File: src/rtl/alt_vipvfr131_prc_read_cmd_gen.sv
// ============================================================================
// Module  : alt_vipvfr131_prc_read_cmd_gen
// Brief   : Frame read-command generator. Walks a frame line by line and issues
//           read bursts of up to MAX_BURST words to a read master.
// Option  : define ALT_VIPVFR131_CMD_GEN_4K_SPLIT_EN to stop bursts at 4 KB boundaries
// Revision: 1.0 - initial release
// ============================================================================
`default_nettype none

module alt_vipvfr131_prc_read_cmd_gen #(
    parameter int ADDR_WIDTH                     = 32,
    parameter int MAX_BURST_LENGTH_REQUIREDWIDTH = 11,
    parameter int MAX_BURST                      = 32,
    parameter int BYTES_PER_WORD                 = 4,
    parameter int COUNT_WIDTH                    = 16
) (
    input  logic                                      clock,
    input  logic                                      reset,
    input  logic                                      go,
    input  logic [ADDR_WIDTH-1:0]                     base_addr,
    input  logic [COUNT_WIDTH-1:0]                    words_per_line,
    input  logic [COUNT_WIDTH-1:0]                    lines,
    input  logic [ADDR_WIDTH-1:0]                     line_stride,
    output logic                                      busy,
    output logic                                      done,
    output logic [ADDR_WIDTH-1:0]                     cmd_addr,
    output logic                                      cmd_write_instead_of_read,
    output logic                                      cmd_burst_instead_of_single_op,
    output logic [MAX_BURST_LENGTH_REQUIREDWIDTH-1:0] cmd_length_of_burst,
    output logic                                      cmd,
    input  logic                                      stall
);

    localparam int LW        = MAX_BURST_LENGTH_REQUIREDWIDTH;
    localparam int BPW_SHIFT = $clog2(BYTES_PER_WORD);

    typedef enum logic [1:0] {
        S_IDLE  = 2'd0,
        S_ISSUE = 2'd1,
        S_DONE  = 2'd2
    } state_t;

    state_t                  state, state_nxt;
    logic                    cmd_nxt;
    logic [ADDR_WIDTH-1:0]   cmd_addr_nxt;
    logic [LW-1:0]           len_nxt;
    logic                    burst_nxt;
    logic [ADDR_WIDTH-1:0]   line_addr, line_addr_nxt;
    logic [COUNT_WIDTH-1:0]  words_left, words_left_nxt;
    logic [COUNT_WIDTH-1:0]  lines_left, lines_left_nxt;
    logic [COUNT_WIDTH-1:0]  cfg_words, cfg_words_nxt;
    logic [ADDR_WIDTH-1:0]   cfg_stride, cfg_stride_nxt;

    logic [COUNT_WIDTH-1:0]  wl_after;
    logic                    line_end;
    logic [ADDR_WIDTH-1:0]   next_line_addr;
    logic [COUNT_WIDTH-1:0]  next_wl;
    logic [ADDR_WIDTH-1:0]   next_addr;
    logic [31:0]             first_cap;
    logic [31:0]             next_cap;
    logic [LW-1:0]           first_len;
    logic [LW-1:0]           next_len;

    function automatic logic [LW-1:0] burst_len(input logic [COUNT_WIDTH-1:0] wl,
                                                input logic [31:0]            cap);
        logic [31:0] n;
        n = 32'(wl);
        if (n > cap) n = cap;
        return n[LW-1:0];
    endfunction

`ifdef ALT_VIPVFR131_CMD_GEN_4K_SPLIT_EN
    // Words remaining before the next 4 KB page, clipped to MAX_BURST.
    function automatic logic [31:0] word_cap(input logic [11:0] a);
        logic [12:0] room;
        logic [31:0] w;
        room = 13'h1000 - {1'b0, a};
        w    = 32'(room >> BPW_SHIFT);
        if (w > 32'(MAX_BURST)) w = 32'(MAX_BURST);
        return w;
    endfunction

    assign first_cap = word_cap(base_addr[11:0]);
    assign next_cap  = word_cap(next_addr[11:0]);
`else
    assign first_cap = 32'(MAX_BURST);
    assign next_cap  = 32'(MAX_BURST);
`endif

    // words_left counts the words of the current line still owed, including
    // the burst currently presented on cmd_*.
    assign wl_after       = words_left - COUNT_WIDTH'(cmd_length_of_burst);
    assign line_end       = (wl_after == '0);
    assign next_line_addr = line_end ? line_addr + cfg_stride : line_addr;
    assign next_wl        = line_end ? cfg_words : wl_after;
    assign next_addr      = next_line_addr + (ADDR_WIDTH'(cfg_words - next_wl) << BPW_SHIFT);
    assign next_len       = burst_len(next_wl, next_cap);
    assign first_len      = burst_len(words_per_line, first_cap);

    always_comb begin
        state_nxt      = state;
        cmd_nxt        = cmd;
        cmd_addr_nxt   = cmd_addr;
        len_nxt        = cmd_length_of_burst;
        line_addr_nxt  = line_addr;
        words_left_nxt = words_left;
        lines_left_nxt = lines_left;
        cfg_words_nxt  = cfg_words;
        cfg_stride_nxt = cfg_stride;

        case (state)
            S_IDLE: begin
                if (go) begin
                    cfg_words_nxt  = words_per_line;
                    cfg_stride_nxt = line_stride;
                    line_addr_nxt  = base_addr;
                    words_left_nxt = words_per_line;
                    lines_left_nxt = lines;
                    if (words_per_line == '0 || lines == '0) begin
                        state_nxt = S_DONE;
                    end else begin
                        state_nxt    = S_ISSUE;
                        cmd_nxt      = 1'b1;
                        cmd_addr_nxt = base_addr;
                        len_nxt      = first_len;
                    end
                end
            end
            S_ISSUE: begin
                if (cmd && !stall) begin
                    if (line_end && lines_left <= COUNT_WIDTH'(1)) begin
                        state_nxt      = S_DONE;
                        cmd_nxt        = 1'b0;
                        words_left_nxt = '0;
                        lines_left_nxt = '0;
                    end else begin
                        cmd_nxt        = 1'b1;
                        cmd_addr_nxt   = next_addr;
                        len_nxt        = next_len;
                        line_addr_nxt  = next_line_addr;
                        words_left_nxt = next_wl;
                        if (line_end) lines_left_nxt = lines_left - COUNT_WIDTH'(1);
                    end
                end
            end
            S_DONE: begin
                state_nxt = S_IDLE;
                cmd_nxt   = 1'b0;
            end
            default: begin
                state_nxt = S_IDLE;
                cmd_nxt   = 1'b0;
            end
        endcase

        burst_nxt = (len_nxt > LW'(1));
    end

    always_ff @(posedge clock) begin
        if (reset) begin
            state <= S_IDLE;
        end else begin
            state <= state_nxt;
        end
    end

    always_ff @(posedge clock) begin
        if (reset) begin
            cmd                            <= 1'b0;
            cmd_addr                       <= '0;
            cmd_length_of_burst            <= '0;
            cmd_burst_instead_of_single_op <= 1'b0;
            line_addr                      <= '0;
            words_left                     <= '0;
            lines_left                     <= '0;
            cfg_words                      <= '0;
            cfg_stride                     <= '0;
        end else begin
            cmd                            <= cmd_nxt;
            cmd_addr                       <= cmd_addr_nxt;
            cmd_length_of_burst            <= len_nxt;
            cmd_burst_instead_of_single_op <= burst_nxt;
            line_addr                      <= line_addr_nxt;
            words_left                     <= words_left_nxt;
            lines_left                     <= lines_left_nxt;
            cfg_words                      <= cfg_words_nxt;
            cfg_stride                     <= cfg_stride_nxt;
        end
    end

    assign busy                      = (state == S_ISSUE);
    assign done                      = (state == S_DONE);
    assign cmd_write_instead_of_read = 1'b0;

endmodule

`default_nettype wire

File: config.mk
export PLATFORM = sky130hd
export DESIGN_NAME = alt_vipvfr131_prc_read_cmd_gen
export DESIGN_NICKNAME = d
export VERILOG_FILES = /design/src/rtl/alt_vipvfr131_prc_read_cmd_gen.sv
export SDC_FILE = /design/constraint.sdc
export NUM_CORES = 1
export LEC_CHECK = 0
export CORE_ASPECT_RATIO = 2
export CORE_UTILIZATION = 35
export CTS_BUF_LIST = sky130_fd_sc_hd__clkbuf_4
export CTS_CLUSTER_DIAMETER = 150
export DETAILED_ROUTE_END_ITERATION = 10
export PLACE_DENSITY_LB_ADDON = 0.15
export SYNTH_ARGS = -nofsm -noshare
export SYNTH_HDL_FRONTEND = slang
export SYNTH_SLANG_ARGS = --single-unit
File: constraint.sdc
create_clock -name clock -period 7.6 [get_ports clock]
set_input_delay 1.52 -clock clock [delete_from_list [all_inputs] [get_ports clock]]
set_output_delay 1.52 -clock clock [all_outputs]
set_load 0.1 [all_outputs]
== After elaboration in Yosys (flattened, before gate mapping) ==
Cells that the tools add are included.

* Add/sub/neg operators: 5
* Multipliers: 0
* Div/mod/pow operators: 0
* $lt $le $gt $ge: 4
* Equality and inequality tests: 8
* Shift-type cells: 0
* Mux-type cells: 37
* Bitwise logic cells: 0
* Reduce and logical (&&, ||, !) cells: 16

{| class="wikitable"
|+ Operators by type and width
! cell !! number
|-
| two-way mux 32 bit || 8
|-
| two-way mux 16 bit || 8
|-
| case mux 32 bit (2 select lines) || 2
|-
| two-way mux 11 bit || 6
|-
| adder 32 bit || 2
|-
| case mux 16 bit (2 select lines) || 2
|-
| zero test 16 bit || 3
|-
| greater-than comparator 16 x 6 -> 1 bit (second input constant) || 2
|-
| case mux 11 bit (2 select lines) || 1
|-
| subtractor 16 x 16 -> 17 bit || 1
|-
| less-or-equal comparator 16 x 1 -> 1 bit (second input constant) || 1
|-
| subtractor 16 x 1 -> 16 bit (second input constant) || 1
|-
| subtractor 16 x 11 -> 16 bit || 1
|-
| greater-than comparator 11 x 1 -> 1 bit (second input constant) || 1
|-
| AND reduction 3 bit || 3
|-
| two-way mux 2 bit || 4
|-
| AND reduction 4 bit || 2
|-
| inequality test 2 bit (second input constant) || 3
|-
| AND reduction 5 bit || 1
|-
| two-way mux 1 bit || 4
|-
| inequality test 2 x 1 -> 1 bit (second input constant) || 2
|-
| case mux 2 bit (2 select lines) || 1
|-
| inequality test 3 x 1 -> 1 bit (second input constant) || 1
|-
| == test 2 x 1 -> 1 bit (second input constant) || 1
|-
| other kinds (8) || 9
|}

* Register bits: 159
* Latch bits: 0
* Memory bits (writable): 0
* Bits in read-only memories: 0
* Input bits: 100
* Output and inout port bits: 48
* Memories: 0

== Logic depth before layout (Yosys ltp) ==
* Depth after elaboration: 9
* Depth in mapped cells: 39
* Gate-level depth less buffers: 36

== Worst setup path before layout ==
No wires, ideal clock.

* Path kind: register to register
* Start: register cmd_length_of_burst[2]
* End: register cmd_addr[30]
* Library setup time: 0.092 ns
* Arrival time: 8.451 ns
* Required time: 7.508 ns
* Setup slack: -0.943 ns
* Cell stages (with the launch flop): 39
* Clock period less this slack: 8.543 ns
* Path through: dfxtp_1 > inv_1 > ha_1 > nor2b_4 > o31ai_2 > a211oi_1 > a2111o_1 > a2111o_1 > or2_1 > buf_6 > nor3_4 > clkbuf_1 > buf_2 > clkbuf_1 > nor2_1 > nor2_1 > ha_1 > inv_1 > [... 3 more ...] > a2bb2oi_1 > o21ai_0 > xnor2_1 > a21boi_0 > o21ai_0 > ha_1 > o21a_1 > o21ai_0 > a211oi_1 > o311ai_0 > a21oi_1 > or2_2 > a41o_1 > o21ai_0 > o21a_1 > nor2b_1 > o21a_1 > nor4_1

* Word-level cells in the longest chain between the ends: 8
* Elaborated cells between the ends (all ways): 12

{| class="wikitable"
|+ RTL lines
! what !! RTL line !! source
|-
| start, declared || 29 || <nowiki>output logic [MAX_BURST_LENGTH_REQUIREDWIDTH-1:0] cmd_length_of_burst,</nowiki>
|-
| start signal, assigned || 181 || <nowiki>cmd_length_of_burst <= len_nxt;</nowiki>
|-
| subtractor 16 x 11 -> 16 bit * || 92 || <nowiki>assign wl_after = words_left - COUNT_WIDTH'(cmd_length_of_burst);</nowiki>
|-
| zero test 16 bit || 93 || <nowiki>assign line_end = (wl_after == '0);</nowiki>
|-
| two-way mux 16 bit || 95 || <nowiki>assign next_wl = line_end ? cfg_words : wl_after;</nowiki>
|-
| subtractor 16 x 16 -> 17 bit || 96 || <nowiki>assign next_addr = next_line_addr + (ADDR_WIDTH'(cfg_words - next_wl) << BPW_SHIFT);</nowiki>
|-
| adder 32 bit || 96 ||
|-
| two-way mux 32 bit || 131 || <nowiki>if (line_end && lines_left <= COUNT_WIDTH'(1)) begin</nowiki>
|-
| two-way mux 32 bit || 130 || <nowiki>if (cmd && !stall) begin</nowiki>
|-
| case mux 32 bit (2 select lines) || 111 || <nowiki>case (state)</nowiki>
|-
| end signal, assigned || 180 || <nowiki>cmd_addr <= cmd_addr_nxt;</nowiki>
|-
| end, declared || 26 || <nowiki>output logic [ADDR_WIDTH-1:0] cmd_addr,</nowiki>
|}

Mark *: on every way between the ends. The rest lies on a longest branch, timed or not. The select of a mux whose other input is x is not followed.
A chain may end at the register's enable or synchronous reset.

== Worst setup path after layout ==
Same ends and word-level chain as after synthesis.

==> results.tsv <==
stage	metric	value	unit
run_status	outcome	finished clean	
pwr	Sw Share	44.47	%
pwr	part of the power in registers	29.4	%
floorplan	Die Footprint	0.03543	sq mm
clock_network	H-Tree Depth	4	
clock_network	CTS tree	yes	
finish	Total Nets Final	2049	
critical_path	critical path capture point type	register	
floorplan	Die Span Y	265.2	um
timing	Worst Clk Skew	0.02741	ns
synthesis	Post-synth EDFFs	0	
pwr	Pwr Density	214.7	mW/mm^2
timing	Worst-Margin Slew	1.302	ns
drt	wirelength, routed	45810	um
run	Max Cap Viol	0	
placed_design	Port Buffers	146	
synthesis	prevailing post-synth register cell	dfxtp_1	
synthesis	Synth cell types	83	
synthesis	Synth Warn #	0	
clock_network	Root Driver	clkbuf_4	
clock_network	CTS Hold Bufs	0	
clock_network	Worst-Skew Late Latency	0.66	ns
drt	DRC	0	
critical_path	r2r setup slk	0.43	ns
timing	final setup fails	0	
critical_path	crit-path max FO	4	
critical_path	family with the most delay on the worst path	compound AO/OA/AOI/OAI gates	
drt	Final ANT Viol Nets	0	
pwr	Internal	1.800	mW
synthesis	Yosys top cell area share	26.26	%
critical_path	Slowest cell on crit path	o311ai_1	
finish	Seq. cell area	0.003214	sq mm
global_route	vias in the first global route	12929	
finish	Multi-input gate area	0.008617	sq mm
pwr	Sw Pwr	1.442	mW
pwr	leakage power	6.047	nW
synthesis	synth cell count leaders	nand2_1 (309), a21oi_1 (169), nor2_1 (168)	
timing	final hold vios	0	
timing	worst hold margin	0.4652	ns
floorplan	starting density of the core	35.41	%
critical_path	Reg2Reg Depth	34	
finish	share of cells above drive strength 1	11.50	%
synthesis	syn_area_per_cell	7.178	sq um
drt	drt via density	5.631	
drt	1st-pass router iterations	7	
timing	Relative slew margins	12.40	%
floorplan	Die X	133.6	um
drt	DR WL/cell	19.74	um
finish	Fillers	3620	
finish	post-layout util	44.10	%
critical_path	startpoint class of the critical path	register	
critical_path	Worst Setup SP	cmd_length_of_burst[2]$_SDFF_PP0_	
timing	Achievable Freq	0.1395	GHz
finish	Non-Filler Instances	2321	
drt	DR iter-0 viols	788	
worst_hold_path	Endpoint, Worst Hold	cfg_words[0]$_SDFFE_PP0P_	
global_route	GR Overflow Total	0	
drt	routed vias	13070	
worst_hold_path	HP Class	register to register	
synthesis	Mapped Area	0.01212	sq mm
pwr	part of the power in combinational logic	52.9	%
synthesis	ranking of synthesized cells by area	dfxtp_1 (26%), nand2_1 (9.6%), ha_1 (8.3%)	
clock_network	CTS Buf Count	17	
synthesis	Async S/R FF share, synth	0	%
critical_path	CP peak stage delay	0.46	ns
timing	Tcrit/Tclk final	94.31	%
finish	P&R area growth vs syn	24.54	%
critical_path	Reg-to-Reg Start	cmd_length_of_burst[2]$_SDFF_PP0_	
floorplan	core area	0.03423	sq mm
placed_design	Cell Count Post-Placement	2283	
synthesis	Post-Syn Nets	1872	
clock_network	Clock transition at path regs	0.16	ns
global_route	pin count of the biggest net entering global routing	76	
global_route	first-pass GRT wire length	70120	um
floorplan	Rows	96	
synthesis	register bit total from synthesis	159	
floorplan	# IOs	148	
clock_network	clk buf depth	2	
worst_hold_path	worst hold stages	2	
global_route	initial antenna violation count	1	
pwr	Worst VDD drop	0.1040	mV
pwr	Clk pwr share	17.6	%
worst_hold_path	hold path startpoint	cfg_words[0]$_SDFFE_PP0P_	
critical_path	Crit Path Class	register to register	
timing	Slew Limit Fails	0	
global_route	GRT Overall Usage	26.11	%
synthesis	Seq/Total Area, Yosys	26.26	%
critical_path	Worst EP arrival	7.75	ns
synthesis	top-count cell post-synth	nand2_1	
placed_design	RD Place Congestion	0.9359	
critical_path	buffers and inverters on the worst path	3	
critical_path	CP required	8.18	ns
placed_design	Detailed Place HPWL	35350	um
clock_network	CTS sink count	159	
synthesis	Cells after Synth	1689	
synthesis	Yosys top cell by area	dfxtp_1	
timing	crit path time final	7.168	ns
critical_path	worst r2r dst	cmd_addr[30]$_SDFFE_PP0P_	
tightest hold or removal path: stages (launching register included):
cell,delay (ns)
dfxtp_1,0.34
nand2_1,0.05
a21oi_1,0.05
worst max path at each step:
stage	to	slack, ns	depth (start not counted)
floorplan	cmd_addr[31]$_SDFFE_PP0P_	0.02	39
global placement	cmd_addr[30]$_SDFFE_PP0P_	-0.03	37
detailed placement	cmd_addr[30]$_SDFFE_PP0P_	-0.11	35
CTS	cmd_addr[30]$_SDFFE_PP0P_	0.06	35
global route	cmd_addr[21]$_SDFFE_PP0P_	-0.009	38
finish	cmd_addr[30]$_SDFFE_PP0P_	0.43	34
registers in the layout, indices dropped and copies added (netlist names):
signal                          flops
cfg_stride                         32
cmd_addr                           32
line_addr                          32
cfg_words                          16
lines_left                         16
words_left                         16
cmd_length_of_burst                11
state                               2
cmd                                 1
cmd_burst_instead_of_single_op      1
cell families (layout without fill, tap and decap cells):
| family | Yosys count | in the layout | synth area share [%] |
|---|---|---|---|
| AND/OR/NAND/NOR | 684 | 684 | 25.13 |
| adder cells (fa/ha/maj) | 88 | 88 | 9.165 |
| other | 1 | 2 | 0.03093 |
| flip-flops | 159 | 159 | 26.26 |
| buffers and inverters | 141 | 331 | 4.562 |
| XOR/XNOR | 80 | 80 | 5.780 |
| AO/OA/AOI/OAI | 527 | 527 | 28.31 |
| multiplexers | 9 | 9 | 0.7638 |
through the flow:
stage          worst slack (ns)  setup TNS (ns)  cell area (sq um)  power [mW]
6_report                 0.4324               0              15100       3.242
5_1_grt               -0.008624       -0.008624              15100       3.449
4_1_cts                 0.05986               0              14900       3.189
3_5_place_dp            -0.1069         -0.2528              14590       2.599
3_3_place_gp           -0.03172        -0.05253              14590       2.586
2_1_floorplan           0.01777               0              12180       2.069
cell type report:
class                      count  area share, %
antenna                        1        0.01657
clock buffer                  18         0.8950
tap                          441          3.655
sequential                   159          21.29
timing repair buffer         250          14.83
clock inverter                14          1.019
multi-input combinational   1389          57.07
inverter                      49          1.218
metal layers:
metal / wire length [um] / track usage [%] / vias up
met3: 1268 / 3.126 / 136
met4: 3736 / 21.07 / 0
met5: 0 / 0 / -
met1: 16290 / 24.79 / 6183
met2: 24510 / 49.55 / 336
li1: - / - / 6415
placed cells by master, fill, tap and decap left out, types with 13 or more instances in the layout:
cell type	count
nand3_1	23
nor4_1	23
a21oi_1	159
o21a_1	25
clkdlybuf4s50_1	145
or3_1	13
nand2b_1	16
xnor2_1	45
xor2_1	34
inv_1	48
nor3_1	54
ha_1	75
o211ai_1	31
clkbuf_4	18
o21ai_0	82
a21o_1	32
buf_4	105
nand2_1	307
a211oi_1	38
nor2_1	168
dfxtp_1	148
nor2b_1	13
a22oi_1	17
a311oi_1	13
power groups by stage:
stage	Sequential [mW]	Combinational, mW	Clock [mW]
floorplan	1.09	0.976	0
global placement	0.972	1.61	0
detailed placement	0.973	1.63	0
CTS	0.955	1.64	0.592
global route	0.963	1.87	0.617
finish	0.954	1.72	0.572
repair_timing:
item                                    in CTS  in global routing
pin swaps                                    1                 20
endpoints found under the setup margin       6                 14
resized for setup                            3                 47
endpoints found under the hold margin        0                  0
buffers inserted                             1                  4
Note: power is estimated with default switching activity, not from simulation.
